### src/rtl/instr_reg_arbiter_if.sv
// Bundle between two write requesters, the instruction register and its consumer.
// The arbiter sits on the slave side; requesters, register and consumer form the master side.
interface instr_reg_arbiter_if #(
    parameter int DEPTH = 32
);
    localparam int AW = $clog2(DEPTH);
    localparam int CW = AW + 1;

    logic               req0_valid;
    logic               req1_valid;
    logic               req0_ready;
    logic               req1_ready;
    logic [3:0]         req0_opcode;
    logic [3:0]         req1_opcode;
    logic signed [31:0] req0_op_a;
    logic signed [31:0] req0_op_b;
    logic signed [31:0] req1_op_a;
    logic signed [31:0] req1_op_b;
    logic               flush;

    logic               load_en;
    logic [AW-1:0]      write_pointer;
    logic [AW-1:0]      read_pointer;
    logic [3:0]         opcode;
    logic signed [31:0] operand_a;
    logic signed [31:0] operand_b;
    // Instruction word layout: {opcode[3:0], op_a[31:0], op_b[31:0]}
    logic [67:0]        instruction_word;

    logic               rd_valid;
    logic               rd_ready;
    logic [67:0]        rd_data;
    logic [CW-1:0]      count;
    logic               full;
    logic               empty;

    modport slave (
        input  req0_valid, req1_valid,
        input  req0_opcode, req1_opcode,
        input  req0_op_a, req0_op_b, req1_op_a, req1_op_b,
        input  flush, instruction_word, rd_ready,
        output req0_ready, req1_ready,
        output load_en, write_pointer, read_pointer,
        output opcode, operand_a, operand_b,
        output rd_valid, rd_data, count, full, empty
    );

    modport master (
        output req0_valid, req1_valid,
        output req0_opcode, req1_opcode,
        output req0_op_a, req0_op_b, req1_op_a, req1_op_b,
        output flush, instruction_word, rd_ready,
        input  req0_ready, req1_ready,
        input  load_en, write_pointer, read_pointer,
        input  opcode, operand_a, operand_b,
        input  rd_valid, rd_data, count, full, empty
    );
endinterface

### src/rtl/instr_reg_arbiter.sv
// Round-robin arbiter feeding an external instruction register operated as a circular FIFO.
// Writes land one cycle after acceptance; entries become readable once the write has completed.
module instr_reg_arbiter #(
    parameter int DEPTH = 32
) (
    input  logic               clk,
    input  logic               reset_n,
    instr_reg_arbiter_if.slave bus
);
    localparam int AW = $clog2(DEPTH);
    localparam int CW = AW + 1;
    localparam logic [CW-1:0] FULL_CNT = CW'(DEPTH);

    typedef enum logic [1:0] {
        S_IDLE,
        S_FILL,
        S_FULL
    } state_t;

    state_t             state_q, state_d;
    logic [AW-1:0]      head_q, head_d;
    logic [AW-1:0]      tail_q, tail_d;
    logic [CW-1:0]      count_q, count_d;
    logic               load_q, load_d;
    logic [3:0]         opc_q, opc_d;
    logic signed [31:0] opa_q, opa_d;
    logic signed [31:0] opb_q, opb_d;
    // prio_q=1 means req1 wins the next tie (req0 was granted last)
    logic               prio_q, prio_d;

    logic win0, win1, grant0, grant1, accept, pop, rd_valid, full;

    assign full     = (state_q == S_FULL);
    assign win0     = bus.req0_valid & (~bus.req1_valid | ~prio_q);
    assign win1     = bus.req1_valid & (~bus.req0_valid |  prio_q);
    assign grant0   = win0 & ~full & ~bus.flush & reset_n;
    assign grant1   = win1 & ~full & ~bus.flush & reset_n;
    assign accept   = grant0 | grant1;
    // The entry whose write is still in flight is counted but not yet readable
    assign rd_valid = (count_q - CW'(load_q)) != '0;
    assign pop      = rd_valid & bus.rd_ready & ~bus.flush;

    assign bus.req0_ready    = grant0;
    assign bus.req1_ready    = grant1;
    assign bus.load_en       = load_q;
    assign bus.write_pointer = tail_q;
    assign bus.read_pointer  = head_q;
    assign bus.opcode        = opc_q;
    assign bus.operand_a     = opa_q;
    assign bus.operand_b     = opb_q;
    assign bus.rd_valid      = rd_valid;
    assign bus.rd_data       = bus.instruction_word;
    assign bus.count         = count_q;
    assign bus.full          = full;
    assign bus.empty         = (state_q == S_IDLE);

    always_comb begin
        load_d  = accept;
        opc_d   = opc_q;
        opa_d   = opa_q;
        opb_d   = opb_q;
        prio_d  = prio_q;
        head_d  = head_q;
        tail_d  = tail_q;
        count_d = count_q + CW'(accept) - CW'(pop);
        state_d = state_q;

        if (grant0) begin
            opc_d  = bus.req0_opcode;
            opa_d  = bus.req0_op_a;
            opb_d  = bus.req0_op_b;
            prio_d = 1'b1;
        end else if (grant1) begin
            opc_d  = bus.req1_opcode;
            opa_d  = bus.req1_op_a;
            opb_d  = bus.req1_op_b;
            prio_d = 1'b0;
        end

        if (load_q) tail_d = tail_q + AW'(1);
        if (pop)    head_d = head_q + AW'(1);

        // A write already in flight still reaches the register but is forgotten here
        if (bus.flush) begin
            head_d  = '0;
            tail_d  = '0;
            count_d = '0;
        end

        if (bus.flush || count_d == '0) state_d = S_IDLE;
        else if (count_d == FULL_CNT)   state_d = S_FULL;
        else                            state_d = S_FILL;
    end

    always_ff @(posedge clk or negedge reset_n) begin
        if (!reset_n) state_q <= S_IDLE;
        else          state_q <= state_d;
    end

    always_ff @(posedge clk or negedge reset_n) begin
        if (!reset_n) begin
            head_q  <= '0;
            tail_q  <= '0;
            count_q <= '0;
            load_q  <= 1'b0;
            opc_q   <= '0;
            opa_q   <= '0;
            opb_q   <= '0;
            prio_q  <= 1'b0;
        end else begin
            head_q  <= head_d;
            tail_q  <= tail_d;
            count_q <= count_d;
            load_q  <= load_d;
            opc_q   <= opc_d;
            opa_q   <= opa_d;
            opb_q   <= opb_d;
            prio_q  <= prio_d;
        end
    end
endmodule
### src/flat_wrapper.sv
// flat-port wrapper written by rule: the top's interface ports become plain ports
module instr_reg_arbiter_flat 
#(
    parameter int DEPTH = 32
)
  (clk, reset_n, bus_req0_valid, bus_req1_valid, bus_req0_opcode, bus_req1_opcode, bus_req0_op_a, bus_req0_op_b, bus_req1_op_a, bus_req1_op_b, bus_flush, bus_instruction_word, bus_rd_ready, bus_req0_ready, bus_req1_ready, bus_load_en, bus_write_pointer, bus_read_pointer, bus_opcode, bus_operand_a, bus_operand_b, bus_rd_valid, bus_rd_data, bus_count, bus_full, bus_empty);
  instr_reg_arbiter_if #(.DEPTH(DEPTH)) bus_i ();
  input  logic clk;
  input  logic reset_n;
  input wire logic [$bits(bus_i.req0_valid)-1:0] bus_req0_valid;
  input wire logic [$bits(bus_i.req1_valid)-1:0] bus_req1_valid;
  input wire logic [$bits(bus_i.req0_opcode)-1:0] bus_req0_opcode;
  input wire logic [$bits(bus_i.req1_opcode)-1:0] bus_req1_opcode;
  input wire logic [$bits(bus_i.req0_op_a)-1:0] bus_req0_op_a;
  input wire logic [$bits(bus_i.req0_op_b)-1:0] bus_req0_op_b;
  input wire logic [$bits(bus_i.req1_op_a)-1:0] bus_req1_op_a;
  input wire logic [$bits(bus_i.req1_op_b)-1:0] bus_req1_op_b;
  input wire logic [$bits(bus_i.flush)-1:0] bus_flush;
  input wire logic [$bits(bus_i.instruction_word)-1:0] bus_instruction_word;
  input wire logic [$bits(bus_i.rd_ready)-1:0] bus_rd_ready;
  output wire logic [$bits(bus_i.req0_ready)-1:0] bus_req0_ready;
  output wire logic [$bits(bus_i.req1_ready)-1:0] bus_req1_ready;
  output wire logic [$bits(bus_i.load_en)-1:0] bus_load_en;
  output wire logic [$bits(bus_i.write_pointer)-1:0] bus_write_pointer;
  output wire logic [$bits(bus_i.read_pointer)-1:0] bus_read_pointer;
  output wire logic [$bits(bus_i.opcode)-1:0] bus_opcode;
  output wire logic [$bits(bus_i.operand_a)-1:0] bus_operand_a;
  output wire logic [$bits(bus_i.operand_b)-1:0] bus_operand_b;
  output wire logic [$bits(bus_i.rd_valid)-1:0] bus_rd_valid;
  output wire logic [$bits(bus_i.rd_data)-1:0] bus_rd_data;
  output wire logic [$bits(bus_i.count)-1:0] bus_count;
  output wire logic [$bits(bus_i.full)-1:0] bus_full;
  output wire logic [$bits(bus_i.empty)-1:0] bus_empty;
  assign bus_i.req0_valid = bus_req0_valid;
  assign bus_i.req1_valid = bus_req1_valid;
  assign bus_i.req0_opcode = bus_req0_opcode;
  assign bus_i.req1_opcode = bus_req1_opcode;
  assign bus_i.req0_op_a = bus_req0_op_a;
  assign bus_i.req0_op_b = bus_req0_op_b;
  assign bus_i.req1_op_a = bus_req1_op_a;
  assign bus_i.req1_op_b = bus_req1_op_b;
  assign bus_i.flush = bus_flush;
  assign bus_i.instruction_word = bus_instruction_word;
  assign bus_i.rd_ready = bus_rd_ready;
  assign bus_req0_ready = bus_i.req0_ready;
  assign bus_req1_ready = bus_i.req1_ready;
  assign bus_load_en = bus_i.load_en;
  assign bus_write_pointer = bus_i.write_pointer;
  assign bus_read_pointer = bus_i.read_pointer;
  assign bus_opcode = bus_i.opcode;
  assign bus_operand_a = bus_i.operand_a;
  assign bus_operand_b = bus_i.operand_b;
  assign bus_rd_valid = bus_i.rd_valid;
  assign bus_rd_data = bus_i.rd_data;
  assign bus_count = bus_i.count;
  assign bus_full = bus_i.full;
  assign bus_empty = bus_i.empty;
  instr_reg_arbiter #(.DEPTH(DEPTH)) u_core (.clk(clk), .reset_n(reset_n), .bus(bus_i));
endmodule
### config.mk
export PLATFORM = sky130hd
export DESIGN_NAME = instr_reg_arbiter_flat
export DESIGN_NICKNAME = d
export VERILOG_FILES = /design/src/rtl/instr_reg_arbiter_if.sv /design/src/rtl/instr_reg_arbiter.sv /design/src/flat_wrapper.sv
export SDC_FILE = /design/constraint.sdc
export NUM_CORES = 1
export LEC_CHECK = 0
export CAP_MARGIN = 0
export CORE_AREA = 2 2 141 143
export CTS_CLUSTER_SIZE = 16
export DETAILED_ROUTE_END_ITERATION = 12
export DIE_AREA = 0 0 143 145
export RECOVER_POWER = 50
export REMOVE_ABC_BUFFERS = 1
export SETUP_SLACK_MARGIN = 0.2
export SLEW_MARGIN = 20
export SYNTH_ARGS = -nofsm -noshare
export SYNTH_HDL_FRONTEND = slang
export SYNTH_SLANG_ARGS = --single-unit
export TNS_END_PERCENT = 1
### constraint.sdc
create_clock -name clk -period 9.5 [get_ports clk]
set_input_delay 1.425 -clock clk [delete_from_list [all_inputs] [get_ports clk]]
set_output_delay 1.425 -clock clk [all_outputs]
set_load 0.02 [all_outputs]
; Yosys cells after proc, flatten, opt, wreduce, memory -nomap -nowiden
; Index checks and enable logic that the tools add are counted.
[op_classes]
n_addsub = 5
multipliers = 0
div = 0
order_cmp = 0
n_eq_ne = 2
shifts = 0
n_mux = 15
n_bitwise = 18
reduce_logical = 7
[op_table]
columns = operator, count
row1 = 32-bit two-way mux, 4
row2 = 5-bit two-way mux, 4
row3 = 6-bit by 1-bit subtractor with 6-bit output, 2
row4 = 5-bit by 1-bit adder with 5-bit output (second input constant), 2
row5 = 1-bit bitwise AND, 10
row6 = 4-bit two-way mux, 2
row7 = 6-bit by 1-bit adder with 6-bit output, 1
row8 = 6-bit == test (second input constant), 1
row9 = 6-bit zero test, 1
row10 = 6-bit two-way mux, 1
row11 = 2-bit nonzero test, 3
row12 = 6-bit nonzero test, 1
row13 = 1-bit inverter, 5
row14 = 2-bit two-way mux, 2
row15 = 1-bit bitwise OR, 3
row16 = 2-bit == test (second input constant), 1
row17 = 2-bit zero test, 1
row18 = 1-bit two-way mux, 2
row19 = 1-bit logical OR, 1
[totals]
reg_bits = 88
latchBits = 0
ram_bits = 0
rom_bits = 0
out_inout_bits = 158
n_memories = 0

; Logic depth before layout (Yosys ltp)
; Gate-level depths: netlist (run 1).
[depth]
depth_word = 13
depth_mapped = 16

; Least setup slack after synthesis (run 1)
; OpenSTA, ideal clock, no wires.
[synth_path]
path_kind = input-to-output
from = input port bus_flush
to = output port bus_req0_ready
t_arrival_ns = 2.424
required_time_ns = 8.075
setup_slack_ns = 5.651
stages = 7
n_path_buf = 4
cell_sequence = buf_6 -> nor3b_4 -> nand3_1 -> buf_2 -> buf_6 -> buf_6 -> inv_1
[synth_between]
elab_chain_cells = 3
[synth_rtl]
columns = item, line
row1 = from (decl), flat_wrapper.sv:18  ; input wire logic [$bits(bus_i.flush)-1:0] bus_flush;
row2 = 1-bit inverter, instr_reg_arbiter.sv:36  ; assign grant0 = win0 & ~full & ~bus.flush & reset_n;
row3 = 1-bit bitwise AND (2 in series), instr_reg_arbiter.sv:36
row4 = to (decl), flat_wrapper.sv:21  ; output wire logic [$bits(bus_i.req0_ready)-1:0] bus_req0_ready;
; Every way passes these cells.

; Final worst setup path (run 1)
[layout_path]
from = input port reset_n
to = output port bus_req0_ready
[layout_between]
elab_chain_cells = 1
[layout_rtl]
columns = item, line
row1 = from (decl), flat_wrapper.sv:9  ; input logic reset_n;
row2 = 1-bit bitwise AND, instr_reg_arbiter.sv:36
; Every way passes these cells.

==> impl_metrics.tcl, run 1 <==
set metrics [dict create \
    io_pins 368 \
    fp-row-count 51 \
    ant_nets 0 \
    wire_per_inst_microns 20.02 \
    fp.coreArea_sq_um 19210 \
    min_path_type "flip-flop to flip-flop" \
    pre_cts_slack_ps 4454 \
    grt_pass1_wl_mm 26.88 \
    cts_buffer_depth 2 \
    finish.utilization_pct 38.08 \
    yosys_warnings 0 \
    multiInputGateArea_sq_um 2048 \
    port_buffers 231 \
    synth_cell_types 37 \
    layout_min_cycle_time_ps 6621 \
    synth_top_area_share_pct 44.58 \
    max_freq_mhz 151.0 \
    layout.nets 877 \
    worst_slack_ps 2879 \
    ir_drop_mv 0.07353 \
    num_antenna_cells 0 \
    die_area_sq_um 20740 \
    max-cap-violations 2 \
    worstSkewPairLatency_ps 340 \
    max-slew-margin-rel_pct -68.79 \
    power_density_nw_per_um2 213.1 \
    ctsResizeCount 0 \
    drc 0 \
    whs_ps 471.0 \
    antenna_found_initial 0 \
    cts_tree "built" \
    drtIter0Drc 113 \
    layout.area.seq_sq_um 2202 \
    critPathKind "primary input to output port" \
    yosys-top-cells-count "dfrtp_1 (88), nand2_1 (76), buf_4 (70), mux2i_1 (70), o21ai_0 (58)" \
    cts_setup_buffers 0 \
    hpwl_mm 14.17 \
    die_w_microns 143 \
    postCtsHoldBufs 0 \
    yosysMostFrequentCell "dfrtp_1" \
    clk_pin_slew_ps 70 \
    violations "capacitance limit, slew limit" \
    via_count 4040 \
    end_kind "output port" \
    ys.flop_type "dfrtp_1" \
    seq_area_frac_synth_pct 44.58 \
    grt_pass1_vias 4138 \
    clock_skew_ps 6.257 \
    worst_slew_pin_slew_ps 2532 \
    synth_top_area_cell "dfrtp_1" \
    status "finished, violations left" \
    grt-ovfl-total 0 \
    fillers 1928 \
    tns_ps 0 \
    syn_avg_cell_area_sq_um 9.899 \
    rsz0062_at_grt "no" \
    wirelength_mm 18.46 \
    start_util_pct 25.72 \
    synth_area_leaders "dfrtp_1 (45%), mux2i_1 (14%), buf_4 (11%)" \
    final_layout_size_suffix_gt1_share_pct 3.653 \
    final_max_slew_viol_count 92 \
    cts_root_buf "clkbuf_16" \
    synth-edff-count 0 \
    htreeDepth 3 \
    hold_viol_final 0 \
    finalNonFillerCells 922 \
    area_growth_pct 48.05 \
    finalSetupViolCount 0 \
    grt_max_degree 89 \
    firstDrtPassIters 4 \
    clkSinkCount 88 \
    start_kind "primary input" \
    cts_inserted_buffers 9 \
    period_share_pct 69.70 \
    grtUsageTotal_pct 17.66 \
    p_leak_uw 0.003529 \
    die_h_microns 145 \
    required_ps 8080 \
    synth_area_sq_um 4940 \
    worst_ep_arrival_time_ps 5200 \
    syn_inst 499 \
    routabilityCongestion 0.7513 \
    path_max_fanout 44 \
    via_per_inst 4.382 \
    ys_ff_latch 88 \
    async_reset_ff_share_pct 100.0 \
    dp_cells 906 \
]
where the power goes:
| part | switching, uW | internal [uW] |
|---|---|---|
| combinational | 342 | 293 |
| sequential | 54.9 | 460 |
| clock | 144 | 264 |
layout by cell type (no fill, tap or decap), types with 10 or more instances in the layout:
master and n:
clkdlybuf4s50_1 162, dfrtp_1 88, nand2_1 76, mux2i_1 70, dlygate4sd3_1 68, o21ai_0 57, nor2_1 15, ha_1 14
inv_1 13, o21ai_1 13, nor2b_1 10
cell families after synthesis:
logic type | count (synthesis) | synth area share, %
and+or+nand+nor | 121 | 11.35
buffers and inverters | 107 | 14.13
DFF | 88 | 44.58
AOI/OAI and AO/OA | 85 | 9.220
muxes | 74 | 15.17
adders and majority gates | 15 | 3.951
xor gates and xnor gates | 9 | 1.596
layout make-up:
class,instances,share of cell area (%)
timing repair buffer,236,31.94
sequential,88,30.11
multi-input combinational,304,28.01
tap,265,4.534
clock buffer,11,3.319
clock inverter,5,1.420
inverter,13,0.6672
registers in the layout (all words and copies together) (netlist names):
signal and cells:
u_core.bus.operand_a 32, u_core.bus.opcode 4, u_core.bus.read_pointer 5, u_core.bus.count 6
u_core.state_q 2, u_core.bus.write_pointer 5, u_core.bus.operand_b 32, u_core.prio_q 1
u_core.bus.load_en 1
routing by layer:
layer | vias up | GRT usage (%) | part of all wire (%)
li1 | 1922 | - | -
met1 | 1799 | 21.01 | 41
met2 | 292 | 23.06 | 39
met3 | 21 | 14.52 | 18
met4 | 6 | 4.505 | 1.4
met5 | - | 11.28 | 1.3
critical path, stage by stage:
cell and delay [ps]:
clkbuf_1 1610, nor3b_1 790, nand3_4 540, inv_1 160
clkdlybuf4s50_1 620
through the flow:
step                      cell area [sq um]  power (uW)
after floorplan                        4290       879.3
after global placement                 6993        1184
after detailed placement               6993        1191
after CTS                              7340        1613
after global routing                   7313        1665
final                                  7313        1559
final timing paths:
path / from / slack (ps) / to / cells past startpoint
max reg2reg: u_core.bus.load_en$_DFF_PN0_ / 5860 / u_core.state_q[1]$_DFF_PN0_ / 15
min in group asynchronous: reset_n / 1770 / u_core.bus.operand_b[19]$_DFFE_PN0P_ / 1
min reg2reg: u_core.bus.operand_a[22]$_DFFE_PN0P_ / 470 / u_core.bus.operand_a[22]$_DFFE_PN0P_ / 2
min: u_core.bus.operand_a[22]$_DFFE_PN0P_ / 470 / u_core.bus.operand_a[22]$_DFFE_PN0P_ / 2
max in group asynchronous: reset_n / 4420 / u_core.bus.operand_a[13]$_DFFE_PN0P_ / 2
max: reset_n / 2880 / bus_req0_ready / 5
No activity file was read; power rests on OpenSTA's default activity.
==> inputs of run 2 (changes only) <==
- clock period: 9.5 -> 6.85 ns (I/O delays scaled with it)
==> impl_metrics.tcl, run 2 (same netlist as run 1, synthesis figures left out) <==
set metrics [dict create \
    violations "capacitance limit, slew limit" \
    cts_setup_buffers 0 \
    cts_tree "built" \
    drc 0 \
    area_growth_pct 47.80 \
    max-slew-margin-rel_pct -98.89 \
    hpwl_mm 13.95 \
    via_per_inst 4.327 \
    io_pins 368 \
    path_cells "dlygate4sd3_1, clkbuf_1, nor3b_1, nand3_4, inv_1, clkdlybuf4s50_1" \
    min_path_type "flip-flop to flip-flop" \
    routabilityCongestion 0.7463 \
    p_leak_uw 0.003429 \
    required_ps 5820 \
    end_kind "output port" \
    die_h_microns 145 \
    fillers 1930 \
    grt_pass1_wl_mm 26.47 \
    start_util_pct 25.72 \
    max-cap-violations 1 \
    critPathKind "primary input to output port" \
    wirelength_mm 18.21 \
    die_area_sq_um 20740 \
    cp_slowest_cell "nor3b_1" \
    final_max_slew_viol_count 54 \
    antenna_found_initial 0 \
    hold_viol_final 0 \
    rr_endpoint "u_core.state_q[0]$_DFF_PN0_" \
    via_count 3985 \
    finalSetupViolCount 0 \
    layout.nets 876 \
    start_kind "primary input" \
    cts_inserted_buffers 9 \
    final_layout_size_suffix_gt1_share_pct 3.506 \
    crit_end "bus_req0_ready" \
    firstDrtPassIters 4 \
    highest_layer "met5" \
    max_stage_delay_ps 860 \
    clock_skew_ps 6.694 \
    power_density_nw_per_um2 299.8 \
    clkSinkCount 88 \
    wire_per_inst_microns 19.77 \
    status "finished, violations left" \
    multiInputGateArea_sq_um 2048 \
    wirelength_met1_mm 7.518 \
    reg2regPathDepth 16 \
    grt_max_degree 97 \
    worst_ep_arrival_time_ps 4210 \
    port_buffers 231 \
    met3_length_mm 3.339 \
    max_freq_mhz 191.1 \
    ir_drop_mv 0.09861 \
    die_w_microns 143 \
    clk_pin_slew_ps 60 \
    drtIter0Drc 188 \
    fp-row-count 51 \
    num_antenna_cells 0 \
    final_cell_mix "clkdlybuf4s50_1 (227), dfrtp_1 (88), nand2_1 (76)" \
    crit_start "bus_flush" \
    grtUsageTotal_pct 17.52 \
    postCtsHoldBufs 0 \
    layout_min_cycle_time_ps 5233 \
    r2r-start "u_core.bus.count[1]$_DFF_PN0_" \
    worst_slew_pin_slew_ps 2983 \
    layout.area.seq_sq_um 2202 \
    cts_buffer_depth 2 \
    ctsResizeCount 0 \
    place_area_sq_um 6985 \
    grt-ovfl-total 0 \
    wl_met2_mm 6.868 \
    rsz0062_at_grt "no" \
    final_area_sq_um 7301 \
    grt_pass1_vias 3947 \
    cts_root_buf "clkbuf_16" \
    fp.coreArea_sq_um 19210 \
    tns_ps 0 \
    worstSkewPairLatency_ps 340 \
    period_share_pct 76.39 \
    whs_ps 476.5 \
    path_max_fanout 27 \
    htreeDepth 3 \
    final_common_cell "clkdlybuf4s50_1" \
    regToRegSetupSlack_ps 3260 \
    ant_nets 0 \
]
## run 2: through the flow
step | worst slack, ps | power [uW] | utilization [%] | std cells
after floorplan | -2291 | 1220 | - | 405
after global placement | 2593 | 1640 | 36.37 | 905
after detailed placement | 2586 | 1647 | 36.37 | 905
after CTS | 2575 | 2227 | 38.13 | 921
after global routing | 1356 | 2332 | 38.01 | 921
final | 1617 | 2189 | 38.01 | 921
## run 2: cell type report
type	count	area share, %
Clock inverter	5	1.440
Multi-Input combinational cell	304	28.05
Inverter	13	0.6684
Tap cell	265	4.542
Sequential cell	88	30.16
Clock buffer	11	3.188
Timing Repair Buffer	235	31.95
## run 2: worst min path at each step
stage,cells past startpoint,slack (ps),startpoint,to
after CTS,2,480,u_core.bus.operand_b[3]$_DFFE_PN0P_,u_core.bus.operand_b[3]$_DFFE_PN0P_
after global placement,2,460,u_core.bus.operand_a[25]$_DFFE_PN0P_,u_core.bus.operand_a[25]$_DFFE_PN0P_
after global routing,2,490,u_core.bus.operand_a[22]$_DFFE_PN0P_,u_core.bus.operand_a[22]$_DFFE_PN0P_
final,2,480,u_core.bus.operand_b[3]$_DFFE_PN0P_,u_core.bus.operand_b[3]$_DFFE_PN0P_
after detailed placement,2,470,u_core.bus.operand_b[29]$_DFFE_PN0P_,u_core.bus.operand_b[29]$_DFFE_PN0P_
after floorplan,1,480,u_core.prio_q$_DFFE_PN0P_,u_core.prio_q$_DFFE_PN0P_
## run 2: routing by layer
metal  global-route usage [%]  up-vias
li1                         -     1910
met1                    21.57     1757
met2                    22.03      288
met3                    14.26       24
met4                    4.950        6
met5                    9.774        -
## run 2: worst max-delay path, delay by kind of cell
kind | cells | cell delay [ps]
simple gates | 2 | 1310
buf+inv | 4 | 1850
## run 2: power breakdown
part / switching (uW) / internal (uW) / leakage (uW)
sequential: 80.3 / 638 / 0.00111
clock: 206 / 357 / 0.000156
combinational: 469 / 439 / 0.00216
total: 755 / 1430 / 0.00343
